File: src/rtl/ps2_key_decoder_pkg.sv
// Shared scan-code constants, receiver state encoding and the frame check
// used by the PS/2 key decoder and its frame receiver.
package ps2_key_decoder_pkg;

  localparam logic [7:0] SC_BREAK = 8'hF0;
  localparam logic [7:0] SC_EXT   = 8'hE0;
  localparam logic [7:0] SC_SPACE = 8'h29;
  localparam logic [7:0] SC_ONE   = 8'h16;

  typedef enum logic [1:0] {
    RX_IDLE,
    RX_DATA,
    RX_PARITY,
    RX_STOP
  } rxState_t;

  // A byte is good when data plus parity has odd weight and the stop bit is high.
  function automatic logic frameOk(input logic [7:0] data, input logic parity, input logic stopBit);
    return (^{data, parity}) & stopBit;
  endfunction

endpackage

File: src/rtl/ps2_frame_rx.sv
// PS/2 frame receiver: synchronises the pins, detects falling clock edges,
// shifts in start/data/parity/stop and flags good bytes or framing errors.
// rxValid/rxErr are asserted in the same cycle the stop-bit fall is seen
// (or the timeout fires); the decoder registers them.
module ps2_frame_rx
  import ps2_key_decoder_pkg::*;
#(
  parameter int TIMEOUT_CYCLES = 10000
) (
  input  logic       clk,
  input  logic       iReset,
  input  logic       iPS2_clk,
  input  logic       iPS2_data,
  output logic [7:0] rxByte,
  output logic       rxValid,
  output logic       rxErr
);

  localparam int CW = $clog2(TIMEOUT_CYCLES + 1);

  logic [1:0]    clkSync;
  logic [1:0]    dataSync;
  logic          clkPrev;
  logic          fall;
  logic          bitIn;
  rxState_t      state;
  logic [7:0]    shiftReg;
  logic [2:0]    bitCnt;
  logic          parityBit;
  logic [CW-1:0] idleCnt;
  logic          timeoutHit;
  logic          stopFall;
  logic          byteGood;

  // Two-flop synchronisers on both pins plus the previous-clock register for edge detect.
  always_ff @(posedge clk or negedge iReset) begin
    if (!iReset) begin
      clkSync  <= 2'b11;
      dataSync <= 2'b11;
      clkPrev  <= 1'b1;
    end else begin
      clkSync  <= {clkSync[0], iPS2_clk};
      dataSync <= {dataSync[0], iPS2_data};
      clkPrev  <= clkSync[1];
    end
  end

  assign fall  = clkPrev & ~clkSync[1];
  assign bitIn = dataSync[1];

  // A fall in the same cycle takes priority, so a frame clocked right at the limit survives.
  assign timeoutHit = (state != RX_IDLE) && !fall && (idleCnt == CW'(TIMEOUT_CYCLES - 1));

  // Bit-level FSM with inactivity timeout; a timeout throws away the partial byte.
  always_ff @(posedge clk or negedge iReset) begin
    if (!iReset) begin
      state     <= RX_IDLE;
      shiftReg  <= 8'h00;
      bitCnt    <= 3'd0;
      parityBit <= 1'b0;
      idleCnt   <= '0;
    end else if (timeoutHit) begin
      state    <= RX_IDLE;
      shiftReg <= 8'h00;
      bitCnt   <= 3'd0;
      idleCnt  <= '0;
    end else begin
      if (fall || state == RX_IDLE) begin
        idleCnt <= '0;
      end else begin
        idleCnt <= idleCnt + CW'(1);
      end
      if (fall) begin
        case (state)
          RX_IDLE: begin
            if (!bitIn) begin
              state  <= RX_DATA;
              bitCnt <= 3'd0;
            end
          end
          RX_DATA: begin
            shiftReg <= {bitIn, shiftReg[7:1]};
            bitCnt   <= bitCnt + 3'd1;
            if (bitCnt == 3'd7) begin
              state <= RX_PARITY;
            end
          end
          RX_PARITY: begin
            parityBit <= bitIn;
            state     <= RX_STOP;
          end
          RX_STOP: begin
            state <= RX_IDLE;
          end
          default: state <= RX_IDLE;
        endcase
      end
    end
  end

  assign stopFall = fall && (state == RX_STOP);
  assign byteGood = frameOk(shiftReg, parityBit, bitIn);
  assign rxByte   = shiftReg;
  assign rxValid  = stopFall & byteGood;
  assign rxErr    = (stopFall & ~byteGood) | timeoutHit;

endmodule

File: src/rtl/ps2_key_decoder.sv
// PS/2 key decoder: turns received bytes into make/break/extended tracking
// and emits one pulse per physical key-down for space and '1'; typematic
// repeats of a held key only refresh oScanCode/oCodeValid.
module ps2_key_decoder
  import ps2_key_decoder_pkg::*;
#(
  parameter int         TIMEOUT_CYCLES = 10000,
  parameter logic [7:0] SPACE_CODE     = SC_SPACE,
  parameter logic [7:0] ONE_CODE       = SC_ONE
) (
  input  logic       clk,
  input  logic       iReset,
  input  logic       iPS2_clk,
  input  logic       iPS2_data,
  output logic       spacePressed,
  output logic       onePressed,
  output logic [7:0] oScanCode,
  output logic       oCodeValid,
  output logic       oFrameError
);

  logic [7:0] rxByte;
  logic       rxValid;
  logic       rxErr;
  logic       brkFlag;
  logic       extFlag;
  logic       spaceHeld;
  logic       oneHeld;

  ps2_frame_rx #(
    .TIMEOUT_CYCLES(TIMEOUT_CYCLES)
  ) frameRx (
    .clk      (clk),
    .iReset   (iReset),
    .iPS2_clk (iPS2_clk),
    .iPS2_data(iPS2_data),
    .rxByte   (rxByte),
    .rxValid  (rxValid),
    .rxErr    (rxErr)
  );

  // Byte layer: prefix flags, held tracking and registered one-cycle output pulses.
  always_ff @(posedge clk or negedge iReset) begin
    if (!iReset) begin
      spacePressed <= 1'b0;
      onePressed   <= 1'b0;
      oScanCode    <= 8'h00;
      oCodeValid   <= 1'b0;
      oFrameError  <= 1'b0;
      brkFlag      <= 1'b0;
      extFlag      <= 1'b0;
      spaceHeld    <= 1'b0;
      oneHeld      <= 1'b0;
    end else begin
      spacePressed <= 1'b0;
      onePressed   <= 1'b0;
      oCodeValid   <= 1'b0;
      oFrameError  <= rxErr;
      if (rxValid) begin
        if (rxByte == SC_BREAK) begin
          brkFlag <= 1'b1;
        end else if (rxByte == SC_EXT) begin
          extFlag <= 1'b1;
        end else if (brkFlag) begin
          // Extended releases never match the plain space/'1' keys.
          if (!extFlag && rxByte == SPACE_CODE) spaceHeld <= 1'b0;
          if (!extFlag && rxByte == ONE_CODE)   oneHeld   <= 1'b0;
          brkFlag <= 1'b0;
          extFlag <= 1'b0;
        end else begin
          oScanCode  <= rxByte;
          oCodeValid <= 1'b1;
          if (!extFlag && rxByte == SPACE_CODE && !spaceHeld) begin
            spacePressed <= 1'b1;
            spaceHeld    <= 1'b1;
          end
          if (!extFlag && rxByte == ONE_CODE && !oneHeld) begin
            onePressed <= 1'b1;
            oneHeld    <= 1'b1;
          end
          extFlag <= 1'b0;
        end
      end
    end
  end

endmodule
File: config.mk
export PLATFORM = sky130hd
export DESIGN_NAME = ps2_key_decoder
export DESIGN_NICKNAME = d
export VERILOG_FILES = /design/src/rtl/ps2_key_decoder_pkg.sv /design/src/rtl/ps2_frame_rx.sv /design/src/rtl/ps2_key_decoder.sv
export SDC_FILE = /design/constraint.sdc
export NUM_CORES = 1
export LEC_CHECK = 0
export CAP_MARGIN = 10
export CORE_AREA = 10 10 83 85
export CTS_CLUSTER_SIZE = 8
export DETAILED_ROUTE_END_ITERATION = 16
export DIE_AREA = 0 0 93 95
export GPL_TIMING_DRIVEN = 0
export PLACE_DENSITY = 0.67
export SLEW_MARGIN = 0
export SYNTH_ARGS = -nofsm -noshare
export SYNTH_HDL_FRONTEND = slang
export SYNTH_HIERARCHICAL = 1
export SYNTH_SLANG_ARGS = --single-unit
File: constraint.sdc
create_clock -name clk -period 3.4 [get_ports clk]
set_input_delay 0.68 -clock clk [delete_from_list [all_inputs] [get_ports clk]]
set_output_delay 0.68 -clock clk [all_outputs]
set_load 0.1 [all_outputs]
### Yosys cells after proc, flatten, opt, wreduce, memory -nomap -nowiden

Index checks and enable logic that the tools add are counted.

| storage, ports and cells | value |
|---|---|
| register bits after elaboration | 49 |
| input port bits | 4 |
| output and inout bits | 12 |
| logic and storage cells | 110 |

| operators by class | value |
|---|---|
| add/subtract/negate cells | 2 |
| equal/unequal tests | 14 |
| multiplexer cells | 37 |
| bitwise operators | 11 |
| reductions and logical operators | 29 |

Operator list:

| operator | number |
|---|---|
| $mux W14 | 2 |
| $mux W8 | 3 |
| $mux W1 | 23 |
| $eq A8 B8 Y1 const B | 2 |
| $add A14 B1 Y14 const B | 1 |
| $eq A14 B14 Y1 const B | 1 |
| $reduce_and A5 Y1 | 2 |
| $reduce_bool A2 Y1 | 5 |
| $mux W3 | 3 |
| $reduce_and A3 Y1 | 3 |
| $reduce_xor A9 Y1 | 1 |
| $eq A8 B5 Y1 const B | 1 |
| $eq A8 B6 Y1 const B | 1 |
| $mux W2 | 4 |
| $pmux W2 S4 | 1 |
| $logic_and A1 B1 Y1 | 7 |
| $not A1 Y1 | 6 |
| $pmux W3 S2 | 1 |
| $reduce_and A2 Y1 | 3 |
| $and A1 B1 Y1 | 4 |
| $eq A2 B2 Y1 const B | 2 |
| $logic_not A1 Y1 | 4 |
| $ne A2 B1 Y1 const B | 2 |
| $reduce_and A4 Y1 | 1 |
| 10 further kinds | 10 |

### Depth between registers and ports, before layout

| depth | value |
|---|---|
| word-level depth | 8 |
| mapped depth | 9 |
| mapped depth without buffers | 8 |

### Hierarchy

The synthesis kept the hierarchy.

By module, submodules not included:

| module | instances | cells each | area each (µm²) | seq. area each (µm²) |
|---|---|---|---|---|
| ps2_frame_rx | 1 | 152 | 1671.6 | 832.0 |
| ps2_key_decoder | 1 | 49 | 690.7 | 400.4 |

### Worst setup path before layout

No wires, ideal clock.

| timing | value |
|---|---|
| path type | reg2reg |
| start point | reg frameRx.shiftReg[4], in the netlist frameRx/rxByte[4] |
| end point | reg oScanCode[1] |
| setup time | 126 ps |
| arrival time | 2230 ps |
| required time | 3274 ps |
| slack | 1044 ps |
| cell stages (with the launch flop) | 10 |
| buffers on the path | 1 |
| clock period less this slack | 2356 ps |
| cells stage by stage | dfrtp_1 xor2_1 xnor3_2 xnor2_1 nor2_1 inv_1 a41oi_2 nor2b_4 buf_6 mux2_4 |

| between the ends | value |
|---|---|
| word-level cells in the longest chain between the ends | 4 |
| elaborated cells on any way between the ends | 8 |
| classes of those cells | eq/ne (2); bitwise (4); reduce/logical (2) |

Ends and longest elaborated chain:

| item | RTL line | source |
|---|---|---|
| from (decl) | ps2_frame_rx.sv:27 | `logic [7:0] shiftReg;` |
| from (signal assigned) | ps2_frame_rx.sv:82 | `shiftReg <= {bitIn, shiftReg[7:1]};` |
| $reduce_xor A9 Y1 | ps2_key_decoder_pkg.sv:19 | `return (^{data, parity}) & stopBit;` |
| $and A1 B1 Y1 | ps2_key_decoder_pkg.sv:19 |  |
| $and A1 B1 Y1 | ps2_frame_rx.sv:104 | `assign rxValid = stopFall & byteGood;` |
| net rxValid | ps2_key_decoder.sv:23 | `logic rxValid;` |
| $reduce_and A4 Y1 (no line) | - |  |
| to (signal assigned) | ps2_key_decoder.sv:71 | `oScanCode <= rxByte;` |
| to (decl) | ps2_key_decoder.sv:17 | `output logic [7:0] oScanCode,` |

The timed path passes the listed nets, and every way through them passes these cells.
A chain may end at the register's enable or synchronous reset.

### Worst setup path after layout

| timing | value |
|---|---|
| start point | reg frameRx.shiftReg[4], in the netlist frameRx/rxByte[4] |
| end point | reg oScanCode[6] |

The elaborated chain is that of the path after synthesis.

==> results.toml <==
[pwr]
power_leakage_uw = 0.001250
power.total_uw = 2289
power_density_nw_per_um2 = 836.3
ir_drop_uv = 452.1

[synth]
yosysMostFrequentCell = "dfrtp_1"
synth.largest_area_cell = "dfrtp_1"
synth_nets = 213
synth_area_leaders = "dfrtp_1, dfstp_2, nor2_1, xnor2_1, mux2i_1"
synthTopCellsByCount = "dfrtp_1, nor2_1, xnor2_1"
yosysWarnings = 6
ys.flop_type = "dfrtp_1"
synthArstFlopShare = 1.000
synth_seq_cells = 49
syn_inst = 201
synth_cell_types = 40
synth_top_area_share = 0.4661
syn-cell-area_um2 = 2362
ys_seq_area_frac = 0.5217
avgSynthCellArea_um2 = 11.75
synth_edf_count = 0

[die]
core_um2 = 5338
start_util = 0.4426
rows = 27
die_x_um = 93
die_h_um = 95
dieArea_um2 = 8835
io-pin-count = 16

[timing]
min_period_over_period = 0.7747
hold_violations = 0
rsz0062_at_grt = "no"
fin_skew_ns = 0.01382
holdWs_ns = 0.3579
max_freq_mhz = 379.6
tns_ns = 0
fin_crit_ns = 2.634
final-max-slew-violation-count = 0
setup_viol = 0
tightestPinTransition_ns = 0.9756
relSlewSlack = 0.3476

[global_route]
grt_overflow = 0
antenna_found_initial = 0
grt_usage = 0.1012
first_global_vias = 1566
grt_start_max_net_pins = 26
grt_pass1_wl_um = 7369

[drt]
drc_errors = 0
dr.pass1.iters = 4
via_per_inst = 5.067
wl_per_cell_um = 13.38
ant_nets = 0
wl_um = 3975
vias = 1505
drtIter0Drc = 59

[worst_setup_path]
critPathMaxStageDelay_ns = 0.49
start_kind = "flop"
slowest_stage = "dfrtp_1"
crit_family = "XOR/XNOR gates"
required_ns = 3.60
cp_data_arrival_time_ns = 2.83
cp.depth = 9
crit_type = "flop to flop"
reg2reg_depth = 9
cp-end-kind = "flop"
critPathBufInv = 2
r2r_start = "frameRx/rxByte[4]"
r2r_setup_slack_ns = 0.77
crit_fanout = 10
cp-startpoint = "frameRx/rxByte[4]"
worstPathCellList = "xor2_1 -> xnor3_2 -> xnor2_1 -> nor2_1 -> inv_1 -> a41oi_2 -> nor2b_4 -> buf_6 -> mux2_4"

[cts]
clk-insertion-delay-late_ns = 0.30
cts.htree.levels = 2
holdBufCountCts = 0
cts_root_buffer = "clkbuf_8"
clock_sinks = 49
numCtsBuffers = 5
cts-resized-gates = 0
clockBufferDepth = 2
cts_tree = "built"
clkTransAtPathRegs_ns = 0.10
cts_setup_buffers = 0

[layout]
fill_cells = 515
final_nets = 236
drive_above_1_share = 0.1644
seqCellArea_um2 = 1232
diodes = 0
multi_input_area_um2 = 1045
area_delta_synth_final_pct = 15.89

[placement]
dpl.hpwl_um = 2930
place.gp.congestion = 0.8251
numPortBuffers = 15

[status]
status = "finished, final reports clean"

[run]
cap_violations = 0

[min_path]
hold_path.class = "input port to asynchronous set/reset pin"
-- per-stage QoR --
step                setup slack (ns)  utilization  instances  area (um^2)
finish                        0.7660       0.5129        297         2738
global route                  0.5538       0.5129        297         2738
CTS                           0.7519       0.5129        297         2738
detailed placement            0.7743       0.4904        289         2618
global placement              0.2607       0.4876        288         2603
floorplan                      1.044            -        201         2362
-- state kept, by name, indices dropped and copies added, names as in the netlist, 2 cells and up --
register,cells
frameRx/clkSync,2
frameRx/rxByte,8
frameRx/idleCnt,14
frameRx/state,2
frameRx/bitCnt,3
frameRx/dataSync,2
oScanCode,8
-- final timing paths --
path                                            end
worst min-delay path                   oScanCode[1]
worst min register to register  frameRx/dataSync[1]
max in group asynchronous       frameRx/idleCnt[11]
min in group clk                frameRx/dataSync[1]
worst max-delay path                   oScanCode[6]
worst max register to register         oScanCode[6]
-- cells by family after synthesis --
kind of cell / Yosys count / synth area share
and+or+nand+nor: 80 / 0.1817
adders and majority gates: 8 / 0.04237
muxes: 19 / 0.09587
AOI/OAI and AO/OA: 13 / 0.04185
DFF: 49 / 0.5217
buffers and inverters: 14 / 0.03602
xor gates and xnor gates: 18 / 0.08051
-- metal layers --
layer  up-vias  global-route usage  share of wire
li1        733                   -              -
met1       742              0.1211           0.46
met2        25              0.1682           0.48
met3         5             0.03489          0.048
met4         0             0.03085         0.0086
met5         -                   0              0
-- cell usage in the layout, fill, tap and decap left out, drive strengths merged, types with 8 or more instances in the layout --
cell and n:
mux2 8, nor2 31, mux2i 11, inv 10
clkdlybuf4s50 14, ha 8, dfrtp 44, nand2 10
nand3 10, xnor2 13
-- worst register-to-register path, cell delays in order (launching register included) --
cell and delay, ns:
dfrtp_1 0.49, xor2_1 0.18, xnor3_2 0.47, xnor2_1 0.15
nor2_1 0.19, inv_1 0.08, a41oi_2 0.27, nor2b_4 0.22
buf_6 0.17, mux2_4 0.32
-- power by group --
| part | switching, uW | internal [uW] | leakage (uW) |
|---|---|---|---|
| Sequential | 159 | 725 | 0.000644 |
| Combinational | 571 | 406 | 0.000549 |
| Clock | 190 | 239 | 0.0000574 |
-- final cells by class --
cell class	instances	share of cell area
Clock inverter	2	0.01371
Sequential cell	49	0.4502
Buffer	4	0.01737
Multi-Input combinational cell	138	0.3816
Timing Repair Buffer	16	0.06033
Inverter	10	0.01371
Tap cell	72	0.03291
Clock buffer	6	0.03016
No activity file was read; power rests on OpenSTA's default activity.
